==> config.mk <==
export PLATFORM = sky130hd
export DESIGN_NAME = cdb_arbiter
export DESIGN_NICKNAME = d
export VERILOG_FILES = /design/src/rtl/cdb_pkg.sv /design/src/rtl/cdb_src_fifo.sv /design/src/rtl/cdb_arbiter.sv
export SDC_FILE = /design/constraint.sdc
export NUM_CORES = 1
export LEC_CHECK = 0
export CAP_MARGIN = 20
export CELL_PAD_IN_SITES_DETAIL_PLACEMENT = 0
export CELL_PAD_IN_SITES_GLOBAL_PLACEMENT = 1
export CORE_MARGIN = 5
export CORE_UTILIZATION = 25
export CTS_CLUSTER_SIZE = 25
export DETAILED_ROUTE_END_ITERATION = 8
export GPL_TIMING_DRIVEN = 0
export HOLD_SLACK_MARGIN = 0.05
export PLACE_DENSITY = 0.56
export SLEW_MARGIN = 40
export SYNTH_ARGS = -nofsm -noshare
export SYNTH_HDL_FRONTEND = slang
export SYNTH_HIERARCHICAL = 1
export SYNTH_SLANG_ARGS = --single-unit
export TNS_END_PERCENT = 100
==> constraint.sdc <==
create_clock -name clk_in -period 7.1 [get_ports clk_in]
set_input_delay 1.42 -clock clk_in [delete_from_list [all_inputs] [get_ports clk_in]]
set_output_delay 1.42 -clock clk_in [all_outputs]
set_load 0.005 [all_outputs]
==> src/rtl/cdb_pkg.sv <==
// rtl/cdb_pkg.sv - Shared CDB lane layout, packing helper and index-width helper
package cdb_pkg;

    localparam int CDB_TAG_W  = 4;
    localparam int CDB_DATA_W = 32;
    localparam int CDB_LANE_W = 1 + CDB_TAG_W + CDB_DATA_W;

    localparam int DATA_LSB = 0;
    localparam int TAG_LSB  = CDB_DATA_W;
    localparam int DONE_BIT = CDB_DATA_W + CDB_TAG_W;

    function automatic logic [CDB_LANE_W-1:0] cdb_lane(
        input logic                  done,
        input logic [CDB_TAG_W-1:0]  tag,
        input logic [CDB_DATA_W-1:0] data
    );
        return {done, tag, data};
    endfunction

    // Pointer width; a single-entry structure still gets a 1-bit pointer.
    function automatic int cdb_idx_w(input int n);
        return (n > 1) ? $clog2(n) : 1;
    endfunction

endpackage

==> src/rtl/cdb_src_fifo.sv <==
// rtl/cdb_src_fifo.sv - Per-source result buffer with freeze and flush
module cdb_src_fifo
    import cdb_pkg::*;
#(
    parameter int W     = 36,
    parameter int DEPTH = 2
) (
    input  logic                   clk_in,
    input  logic                   rst_in,
    input  logic                   rdy_in,
    input  logic                   flush_in,
    input  logic                   push,
    input  logic                   pop,
    input  logic [W-1:0]           din,
    output logic [W-1:0]           dout,
    output logic [$clog2(DEPTH):0] count
);

    localparam int PW = cdb_idx_w(DEPTH);
    localparam int CW = $clog2(DEPTH) + 1;

    logic [W-1:0]  mem [DEPTH];
    logic [PW-1:0] head, tail;
    logic [PW-1:0] head_nxt, tail_nxt;

    // Depth 1 keeps both pointers pinned at zero.
    assign head_nxt = (DEPTH == 1) ? '0 : head + 1'b1;
    assign tail_nxt = (DEPTH == 1) ? '0 : tail + 1'b1;
    assign dout     = mem[head];

    always_ff @(posedge clk_in) begin
        if (rdy_in && !flush_in && push) begin
            mem[tail] <= din;
        end
    end

    always_ff @(posedge clk_in or negedge rst_in) begin
        if (!rst_in) begin
            head  <= '0;
            tail  <= '0;
            count <= '0;
        end else if (rdy_in) begin
            if (flush_in) begin
                head  <= '0;
                tail  <= '0;
                count <= '0;
            end else begin
                if (push) tail <= tail_nxt;
                if (pop)  head <= head_nxt;
                case ({push, pop})
                    2'b10:   count <= count + 1'b1;
                    2'b01:   count <= count - 1'b1;
                    default: count <= count;
                endcase
            end
        end
    end

    a_no_overflow: assert property (@(posedge clk_in) disable iff (!rst_in)
        count <= CW'(DEPTH));
    a_no_empty_pop: assert property (@(posedge clk_in) disable iff (!rst_in)
        !(rdy_in && !flush_in && pop && count == '0));

endmodule

==> src/rtl/cdb_arbiter.sv <==
// rtl/cdb_arbiter.sv - N-source, M-lane common data bus with round-robin multi-grant
module cdb_arbiter
    import cdb_pkg::*;
#(
    parameter int N_SRC      = 4,
    parameter int N_PORTS    = 2,
    parameter int DATA_W     = 32,
    parameter int TAG_W      = 4,
    parameter int FIFO_DEPTH = 2,
    parameter int BYPASS     = 1
) (
    input  logic                                clk_in,
    input  logic                                rst_in,
    input  logic                                rdy_in,
    input  logic                                flush_in,
    input  logic [N_SRC-1:0]                    src_valid,
    input  logic [N_SRC*TAG_W-1:0]              src_tag,
    input  logic [N_SRC*DATA_W-1:0]             src_data,
    output logic [N_SRC-1:0]                    src_ready,
    output logic [N_PORTS*(1+TAG_W+DATA_W)-1:0] cdb_out
);

    localparam int LANE_W = 1 + TAG_W + DATA_W;
    localparam int ENT_W  = TAG_W + DATA_W;
    localparam int SW     = cdb_idx_w(N_SRC);
    localparam int CW     = $clog2(FIFO_DEPTH) + 1;

    logic [SW-1:0]    rr_ptr, rr_nxt, last_src;
    logic             any_grant;
    logic [CW-1:0]    count    [N_SRC];
    logic [ENT_W-1:0] head     [N_SRC];
    logic [ENT_W-1:0] cand_ent [N_SRC];
    logic [N_SRC-1:0] accept, cand, grant, push, pop;

    logic [N_PORTS-1:0][LANE_W-1:0] lane_nxt;
    logic [N_PORTS*LANE_W-1:0]      cdb_q;

    for (genvar s = 0; s < N_SRC; s++) begin : g_src
        logic [ENT_W-1:0] incoming;
        logic             empty;

        assign incoming     = {src_tag[s*TAG_W +: TAG_W], src_data[s*DATA_W +: DATA_W]};
        assign empty        = (count[s] == '0);
        // Readiness looks only at the registered count, never at this cycle's pop.
        assign src_ready[s] = rst_in & rdy_in & ~flush_in & (count[s] < CW'(FIFO_DEPTH));
        assign accept[s]    = src_valid[s] & src_ready[s];
        assign cand[s]      = rdy_in & ~flush_in & (~empty | ((BYPASS != 0) & accept[s]));
        assign cand_ent[s]  = empty ? incoming : head[s];
        assign pop[s]       = grant[s] & ~empty;
        assign push[s]      = accept[s] & ~(grant[s] & empty);

        cdb_src_fifo #(
            .W     (ENT_W),
            .DEPTH (FIFO_DEPTH)
        ) u_fifo (
            .clk_in   (clk_in),
            .rst_in   (rst_in),
            .rdy_in   (rdy_in),
            .flush_in (flush_in),
            .push     (push[s]),
            .pop      (pop[s]),
            .din      (incoming),
            .dout     (head[s]),
            .count    (count[s])
        );
    end

    // Rotate-scan from rr_ptr; the i-th candidate found fills lane i.
    always_comb begin
        int            n;
        logic [SW-1:0] idx;
        grant     = '0;
        lane_nxt  = '0;
        last_src  = rr_ptr;
        any_grant = 1'b0;
        n         = 0;
        for (int i = 0; i < N_SRC; i++) begin
            idx = SW'((int'(rr_ptr) + i) % N_SRC);
            if (cand[idx] && n < N_PORTS) begin
                grant[idx] = 1'b1;
                for (int k = 0; k < N_PORTS; k++) begin
                    if (k == n) lane_nxt[k] = {1'b1, cand_ent[idx]};
                end
                n         = n + 1;
                last_src  = idx;
                any_grant = 1'b1;
            end
        end
    end

    assign rr_nxt  = (last_src == SW'(N_SRC - 1)) ? '0 : last_src + 1'b1;
    assign cdb_out = cdb_q;

    always_ff @(posedge clk_in or negedge rst_in) begin
        if (!rst_in) begin
            rr_ptr <= '0;
            cdb_q  <= '0;
        end else if (rdy_in) begin
            cdb_q <= flush_in ? '0 : lane_nxt;
            if (!flush_in && any_grant) rr_ptr <= rr_nxt;
        end
    end

    a_grant_sane: assert property (@(posedge clk_in) disable iff (!rst_in)
        ($countones(grant) <= N_PORTS) && ((grant & ~cand) == '0));

endmodule

Yosys cells after proc, flatten, opt, wreduce, memory -nomap -nowiden
Memory sizes are Yosys's and may differ from the RTL's.
Index checks and enable logic that the tools add are counted.
Word-level totals
  register bits after elaboration: 92
  latch bits: 0
  bits in writable memories: 288
  bits in read-only memories: 0
  input port bits: 152
  output and inout bits: 78
  word-level logic and storage cells: 254
  memories kept: 4
Memory list
  g_src[0].u_fifo.mem: depth 2, bits a word 36, rd ports 1, clocked after memory_dff 0, write ports 1, line cdb_src_fifo.sv:22  | logic [W-1:0] mem [DEPTH];
  g_src[1].u_fifo.mem: depth 2, bits a word 36, rd ports 1, clocked after memory_dff 0, write ports 1, line cdb_src_fifo.sv:22
  g_src[2].u_fifo.mem: depth 2, bits a word 36, rd ports 1, clocked after memory_dff 0, write ports 1, line cdb_src_fifo.sv:22
  g_src[3].u_fifo.mem: depth 2, bits a word 36, rd ports 1, clocked after memory_dff 0, write ports 1, line cdb_src_fifo.sv:22
Operators by class
  add/sub/neg operators: 22
  multiply operators: 0
  divide/modulo/power cells: 0
  magnitude comparators: 19
  eq/ne operators: 12
  shift-type cells: 0
  multiplexer cells: 90
  bitwise gates (word level): 47
  reductions and logical operators: 46
Operator list (count)
  two-way mux 36 bit: 12
  two-way mux 74 bit: 4
  binary-select mux 36 bit (select 2 bit): 4
  two-way mux 37 bit: 7
  logical NOT 32 bit: 3
  equality test 2 x 32 -> 1 bit, first input constant: 2
  less-than comparator 32 x 3 -> 1 bit, second input constant: 2
  two-way mux 1 bit: 37
  adder 32 x 2 -> 32 bit, second input constant: 1
  two-way mux 32 bit: 1
  bitwise AND 1 bit: 27
  AND reduction 2 bit: 13
  two-way mux 2 bit: 9
  two-way mux 4 bit: 4
  case mux 2 bit (2 select lines): 4
  nonzero test 2 bit: 8
  logical AND 1 bit: 13
  adder 2 x 1 -> 2 bit, second input constant: 6
  greater-or-equal comparator 3 bit, second input constant: 4
  less-than comparator 2 x 3 -> 1 bit, second input constant: 4
  NOT 2 -> 3 bit: 4
  bitwise OR 4 bit: 3
  nonzero test 3 bit: 4
  equality test 2 bit, second input constant: 5
  other kinds (15): 55

Longest topological paths before layout
Gate-level depths: netlist of the first run.
  depth in word-level cells: 24
  mapped depth: 27
  mapped depth without buffers: 20

Hierarchy
Netlist of the first run, hierarchy kept.
Modules (own cells, without submodules)
  cdb_src_fifo: instances 4, cells each 142, area each 2845.2 um2, sequential area each 2262.2 um2
  cdb_arbiter: instances 1, cells each 1031, area each 10141.0 um2, sequential area each 1901.8 um2

Least setup slack after synthesis of the first run
Ideal clock, no wire load.
  path type: reg2reg
  start: reg rr_ptr[1]
  end: mem g_src[0].u_fifo.mem[0][0] (enable)
  setup time: 0.376 ns
  data arrival time: 5.427 ns
  required time: 6.724 ns
  slack: 1.297 ns
  stages on the path, launching flop included: 25
  buffers on the path: 7
  clock period less this slack: 5.803 ns
  cell sequence: dfrtp_1 buf_2 inv_2 clkbuf_1 buf_1 ha_1 buf_6 inv_1 buf_2 a2111oi_4 or2_1 buf_4 ha_1 nand2b_1 nor2_1 inv_1 fa_1 nand3b_1 a2111oi_1 or2_1 buf_2 nand2_1 a21oi_1 nor2_1 and3_2
Between the ends
  longest elaborated chain between the ends: 18
  elaborated cells between the ends (all ways): 55
  those cells by class: 5 x add/sub; 11 x order compare; 25 x mux; 6 x bitwise; 8 x reduce/logical
Ends and longest elaborated chain
  start, declared: line cdb_arbiter.sv:28  | logic [SW-1:0] rr_ptr, rr_nxt, last_src;
  start signal, assigned: line cdb_arbiter.sv:100  | if (!flush_in && any_grant) rr_ptr <= rr_nxt;
  binary-select mux 1 bit (select 2 bit): line cdb_arbiter.sv:79  | if (cand[idx] && n < N_PORTS) begin
  two-way mux 1 bit (not written as such): line cdb_arbiter.sv:79
  two-way mux 1 bit: line cdb_arbiter.sv:79
  less-than comparator 1 x 2 -> 1 bit: line cdb_arbiter.sv:79
  logical AND 1 bit: line cdb_arbiter.sv:79
  two-way mux 2 bit: line cdb_arbiter.sv:79
  less-than comparator 32 x 3 -> 1 bit: line cdb_arbiter.sv:79
  logical AND 1 bit: line cdb_arbiter.sv:79
  [... 3 more ...]
  two-way mux 4 bit (*): line cdb_arbiter.sv:79
  bitwise AND 1 bit (*): line cdb_arbiter.sv:50  | assign push[s] = accept[s] & ~(grant[s] & empty);
  NOT 1 bit (*): line cdb_arbiter.sv:50
  bitwise AND 1 bit (*): line cdb_arbiter.sv:50
  via push[0]: line cdb_arbiter.sv:33  | logic [N_SRC-1:0] accept, cand, grant, push, pop;
  logical AND 1 bit (*): line cdb_src_fifo.sv:32  | if (rdy_in && !flush_in && push) begin
  two-way mux 1 bit (*): line cdb_src_fifo.sv:32
  two-way mux 1 bit (not written as such) (*): line cdb_src_fifo.sv:33  | mem[tail] <= din;
  end, declared: line cdb_src_fifo.sv:22
Mark *: on every way through the listed nets, which the timed path passes. The rest lies on a longest branch. The select of a mux whose other input is x is not followed.

Final worst setup path of the first run
  start: reg rr_ptr[0]
  end: mem g_src[0].u_fifo.mem[0][12] (enable)
The elaborated chain is that of the path after synthesis.

==> flow_summary.ini, run 1 <==
[synthesis]
yosysUniqueCellTypes = 74
synthesis.nets = 1762
synth-edff-count = 288
synthArstFlopShare = 0.242
syn_inst = 1599
netlist_area_sq_um = 21500
syn_avg_cell_area_sq_um = 13.5
synth_seq_cells = 380
ys.flop_type = edfxtp_1
yosysWarnings = 6
yosysSeqAreaShare = 0.509

[route]
vias = 16200
wl_per_cell_microns = 28.8
drt-initial-drc-count = 1461
viasPerCell = 5.27
wl_microns = 88300
drt_pass1_iterations = 5
drc_errors = 0
ant_nets = 0

[worst_setup_path]
r2r_setup_slack_ns = 0.33
cpPeakStageDelay_ns = 0.53
r2r_start = rr_ptr[0]
r2r_end = g_src[0].u_fifo/mem[0][12]
crit_family = simple AND/OR/NAND/NOR gates
slowest_stage = and3_4
crit_path_max_fanout = 18
path_cells = buf_4, inv_1, clkbuf_4, buf_4, ha_1, buf_6, inv_1, clkbuf_4, a2111oi_4, or2_1, buf_4, ha_1, nand2b_1, nor2_2, inv_1, fa_1, nand3b_1, a2111oi_4, or2_1, buf_2, nand2_1, a21oi_1, nor2_2, and3_4
crit_type = register to register
cp-end-kind = register
reg2reg_depth = 24
required_ns = 7.36
start_kind = register
arrival_ns = 7.02
worst-path-buf-inv = 10

[worst_hold_path]
hold_end = cdb_out[73]
min_from = cdb_out[73]
hold_depth = 2
hold_path.class = register to register

[run]
drv_cap = 0

[sta]
slew_headroom = 0.380
fin_crit_sh = 0.953
setup_slack_ns = 0.334
max_slew.worst_pin.slew_ns = 0.930
min_period_ns = 6.77
slew_viol_final = 0
setup_viol = 0
tns_ns = 0
max_freq_ghz = 0.148
fin_skew_ns = 0.0112
finalHoldViolCount = 0

[clock_tree]
ctsLongestPathBuffers = 3
cts_sinks = 380
clk_pin_slew_ns = 0.06
cts-htree-levels = 2
numCtsBuffers = 43
clkLatencyLatePin_ns = 0.60
root_buffer = clkbuf_16
tritoncts = done

[floorplanning]
io-pin-count = 230
die_area_sq_um = 92100
dieWidth_microns = 303
core.rowCount = 107
dieHeight_microns = 303
start_util = 0.252
coreArea_sq_um = 85300

[global_route]
grt.met2_usage = 0.301
grt_max_degree = 55
grt.met1_usage = 0.248
grt_pass1_vias = 16300
met3_usage = 0.0447
grt_first_pass_wirelength_microns = 123000
antenna_found_initial = 10
grt_usage = 0.185
busiest_layer = met2
grt_overflow = 0

[final_layout]
fin_nets = 2049
drive_gt1_frac = 0.238
area_growth_pct = 25.0

[pwr]
ir_worst_vdd_v = 0.000183
leakagePower_uw = 0.00980
powerDensity_nw_per_um2 = 429

[placement]
gp_congestion = 0.903
io_buffers = 229
dp_hpwl_microns = 65900
preCtsSetupSlack_ns = -0.391

[outcome]
status = finished clean
==> how the worst max path moves through the flow <==
| stage | slack (ns) | depth (start not counted) | endpoint | startpoint |
|---|---|---|---|---|
| 2_1_floorplan | 1.30 | 24 | g_src[0].u_fifo/mem[0][0] | rr_ptr[1] |
| 3_3_place_gp | -4.66 | 19 | g_src[0].u_fifo/mem[0][26] | rst_in |
| 3_5_place_dp | -0.39 | 24 | g_src[0].u_fifo/mem[1][33] | rr_ptr[1] |
| 4_1_cts | 0.09 | 24 | g_src[0].u_fifo/head | rr_ptr[0] |
| 5_1_grt | -0.002 | 27 | g_src[1].u_fifo/count[1] | rr_ptr[0] |
| 6_report | 0.33 | 24 | g_src[0].u_fifo/mem[0][12] | rr_ptr[0] |
==> cell families after synthesis <==
group | count (synthesis) | synth area share
muxes | 455 | 0.259
DFF | 380 | 0.509
adders and majority gates | 11 | 0.00674
buffers and inverters | 152 | 0.0360
AOI/OAI and AO/OA | 319 | 0.115
xor gates and xnor gates | 6 | 0.00244
and+or+nand+nor | 276 | 0.0724
==> routing by layer <==
metal  up-vias  part of all wire
met5         -           0.00069
met4        14             0.029
met3       134             0.071
met2       667              0.47
met1      8299              0.43
li1       7052                 -
==> placed cells by master, fill, tap and decap left out, types with 16 or more instances in the layout <==
cell             count
o2bb2ai_1           19
mux4_2              66
nor4_1              38
buf_2               75
dfrtp_1             91
nor2_1              71
a21oi_1             32
clkdlybuf4s50_1    226
nand3_1             18
or4_1               16
clkbuf_16           43
a2bb2oi_1           16
clkbuf_1            32
a221o_1             52
mux2_2             152
inv_1               20
o22ai_1             47
o21ai_0             43
and3_4              17
o21bai_1            16
nand2_1             33
edfxtp_1           288
nor3_1              21
mux2i_1            237
==> power by group <==
| group | switching (uW) | internal [uW] |
|---|---|---|
| Combinational | 3670 | 2730 |
| Sequential | 291 | 2650 |
| Clock | 971 | 1230 |
| Total | 4930 | 6620 |
==> through the flow <==
| step | hold WS, ns | util | cell area [sq um] | total power [uW] | instances |
|---|---|---|---|---|---|
| 2_1_floorplan | 0.475 | - | 21500 | 6880 | 1599 |
| 3_3_place_gp | 0.481 | 0.296 | 25200 | 9210 | 2972 |
| 3_5_place_dp | 0.484 | 0.297 | 25300 | 9270 | 2974 |
| 4_1_cts | 0.499 | 0.315 | 26800 | 11500 | 3063 |
| 5_1_grt | 0.520 | 0.315 | 26900 | 12100 | 3066 |
| 6_report | 0.494 | 0.316 | 26900 | 11600 | 3070 |
==> repair_timing <==
| action | 4_1_cts | 5_1_grt |
|---|---|---|
| pin swaps | 8 | 2 |
| gates resized for setup | 13 | 10 |
| setup buffers | 2 | 1 |
| endpoints found under the setup margin | 303 | 377 |
| gates cloned | 8 | 0 |
| hold buffers | 0 | 0 |
==> registers in the layout, summed over array words and instances, names as in the netlist <==
signal / flops
g_src.u_fifo/mem: 288
cdb_out: 74
g_src.u_fifo/count: 8
g_src.u_fifo/head: 4
g_src.u_fifo/tail: 4
rr_ptr: 2
==> synthesized netlist by cell type, drive strengths merged (16+ instances only) <==
cell     count  share of area
inv         22         0.0038
mux4        66          0.069
mux2       152          0.080
mux2i      237           0.11
and3        17         0.0059
a221o       52          0.024
o21bai      16         0.0056
or4         16         0.0056
dfrtp       92           0.11
clkbuf      31         0.0055
nand2       34         0.0060
nand3       21         0.0056
buf         98          0.026
o21ai       43          0.010
nor2        81          0.016
o2bb2ai     19         0.0077
nor4        38          0.011
o22ai       47          0.014
o31ai       17         0.0069
edfxtp     288           0.40
a2bb2oi     16         0.0065
a21oi       33         0.0077
or2         18         0.0052
nor3        21         0.0049
==> worst register-to-register path, cell delays in order (launching register included) <==
cell	delay (ns)
dfrtp_2	0.50
buf_4	0.23
inv_1	0.19
clkbuf_4	0.30
buf_4	0.31
ha_1	0.30
buf_6	0.18
inv_1	0.12
clkbuf_4	0.32
a2111oi_4	0.12
or2_1	0.25
buf_4	0.19
ha_1	0.27
nand2b_1	0.20
nor2_2	0.28
inv_1	0.22
fa_1	0.41
nand3b_1	0.27
a2111oi_4	0.10
or2_1	0.26
buf_2	0.20
nand2_1	0.12
a21oi_1	0.08
nor2_2	0.44
and3_4	0.54
==> layout make-up <==
cell class / instances / area (sq um)
Antenna cell: 5 / 12.5
Clock buffer: 53 / 1140
Timing Repair Buffer: 235 / 2370
Fill cell: 8568 / 58400
Buffer: 128 / 698
Sequential cell: 380 / 11000
Inverter: 23 / 91.3
Multi-Input combinational cell: 1075 / 9970
Clock inverter: 27 / 231
Tap cell: 1144 / 1430
Power figures use the tool's default switching activity.
==> run 2, diff against run 1 <==
--- a/config.mk
+++ b/config.mk
@@ -12,8 +12,10 @@
 export CORE_UTILIZATION = 25
 export CTS_CLUSTER_SIZE = 25
 export DETAILED_ROUTE_END_ITERATION = 8
+export GPL_ROUTABILITY_DRIVEN = 0
 export GPL_TIMING_DRIVEN = 0
 export HOLD_SLACK_MARGIN = 0.05
+export MAX_ROUTING_LAYER = met4
 export PLACE_DENSITY = 0.56
 export SLEW_MARGIN = 40
 export SYNTH_ARGS = -nofsm -noshare
==> flow_summary.ini, run 2 (synthesized netlist as in run 1, its figures left out) <==
[final_layout]
drive_gt1_frac = 0.235
utilization = 0.316
top_register = g_src.u_fifo/mem
fin_nets = 2050
area_growth_pct = 25.3
final_cells = 3089
regArea_sq_um = 11000
largest_reg_flops = 288
mostFrequentLayoutCells = edfxtp_1 (288), mux2i_1 (237), clkdlybuf4s50_1 (226)
multi_input_area_sq_um = 9970
fillers = 8480
final_common_cell = edfxtp_1

[placement]
dp_hpwl_microns = 64100
dp.cells = 2973
io_buffers = 229
preCtsSetupSlack_ns = -0.606

[worst_setup_path]
cpPeakStageDelay_ns = 0.62
r2r_start = rr_ptr[0]
arrival_ns = 7.39
reg2reg_depth = 27
crit_family = buffers and inverters
slowest_stage = dfrtp_1
r2r_end = g_src[1].u_fifo/count[1]
crit_type = register to register
crit_path_max_fanout = 12
cp-end-kind = register
required_ns = 7.60
r2r_setup_slack_ns = 0.21
worst-path-buf-inv = 10
start_kind = register

[clock_tree]
clkLatencyLatePin_ns = 0.61
ctsLongestPathBuffers = 3
clk_pin_slew_ns = 0.07
numCtsBuffers = 43
cts_sinks = 380
tritoncts = done
root_buffer = clkbuf_16
cts-htree-levels = 2

[route]
vias = 16200
drt_pass1_iterations = 5
wl_met1_microns = 36900
wl_per_cell_microns = 27.9
wl_microns = 86200
ant_nets = 0
wl_met3_microns = 6300
met2_length_microns = 40500
drc_errors = 0
drt-initial-drc-count = 1707
viasPerCell = 5.23
topRoutingLayerUsed = met4

[worst_hold_path]
hold_path.class = register to register
min_from = cdb_out[36]
hold_end = cdb_out[36]
hold_depth = 1

[sta]
finalHoldViolCount = 0
setup_slack_ns = 0.210
max_freq_ghz = 0.145
fin_crit_sh = 0.970
slew_viol_final = 0
setup_viol = 0
tns_ns = 0
min_period_ns = 6.89
max_slew.worst_pin.slew_ns = 0.961
slew_headroom = 0.358
fin_skew_ns = 0.0400

[floorplanning]
core.rowCount = 107
coreArea_sq_um = 85300
dieHeight_microns = 303
io-pin-count = 230
die_area_sq_um = 92100
start_util = 0.252
dieWidth_microns = 303

[global_route]
grt_overflow = 0
grt_pass1_vias = 16200
grt_first_pass_wirelength_microns = 120000
grt_max_degree = 61
grt_usage = 0.185
antenna_found_initial = 21

[pwr]
leakagePower_uw = 0.00981
powerDensity_nw_per_um2 = 429
ir_worst_vdd_v = 0.000175

[run]
drv_cap = 0

[outcome]
status = finished clean
run 2: power by group:
group          internal [uW]  leakage, uW  switching [uW]
clock                   1300     0.000681             954
combinational           2740      0.00535            3620
sequential              2650      0.00378             306
run 2: per-layer routing:
metal | track usage | vias up
met5 | - | -
met4 | 0.0481 | 0
met3 | 0.0405 | 131
met2 | 0.296 | 674
met1 | 0.241 | 8262
li1 | - | 7086
run 2: cell type report:
cell class,count,area share
inverter,23,0.00339
clock inverter,25,0.00877
multi-input combinational,1075,0.370
clock buffer,55,0.0427
tap,1144,0.0531
antenna,23,0.00213
buffer,128,0.0257
timing repair buffer,236,0.0885
sequential,380,0.406
run 2: worst max-delay path by stage:
| stage | to | depth (start not counted) | from |
|---|---|---|---|
| after floorplan | g_src[0].u_fifo/mem[0][0] | 24 | rr_ptr[1] |
| after global placement | g_src[0].u_fifo/mem[1][27] | 19 | rst_in |
| after detailed placement | g_src[1].u_fifo/mem[1][27] | 24 | rr_ptr[1] |
| after CTS | g_src[3].u_fifo/mem[0][27] | 24 | rr_ptr[0] |
| after global routing | g_src[1].u_fifo/count[1] | 27 | rr_ptr[0] |
| final | g_src[1].u_fifo/count[1] | 27 | rr_ptr[0] |
run 2: timing repair:
item | 4_1_cts | 5_1_grt
resized for setup | 11 | 12
pin swaps | 9 | 3
gates cloned | 6 | 2
setup buffers | 2 | 3
hold buffers | 0 | 0
endpoints found under the setup margin | 321 | 308
run 2: stage by stage:
stage	instance area [sq um]	total power [uW]	hold slack, ns
floorplan	21500	6880	0.475
global placement	25200	9130	0.479
detailed placement	25300	9190	0.484
CTS	26800	11500	0.498
global route	27000	12100	0.533
finish	27000	11600	0.494
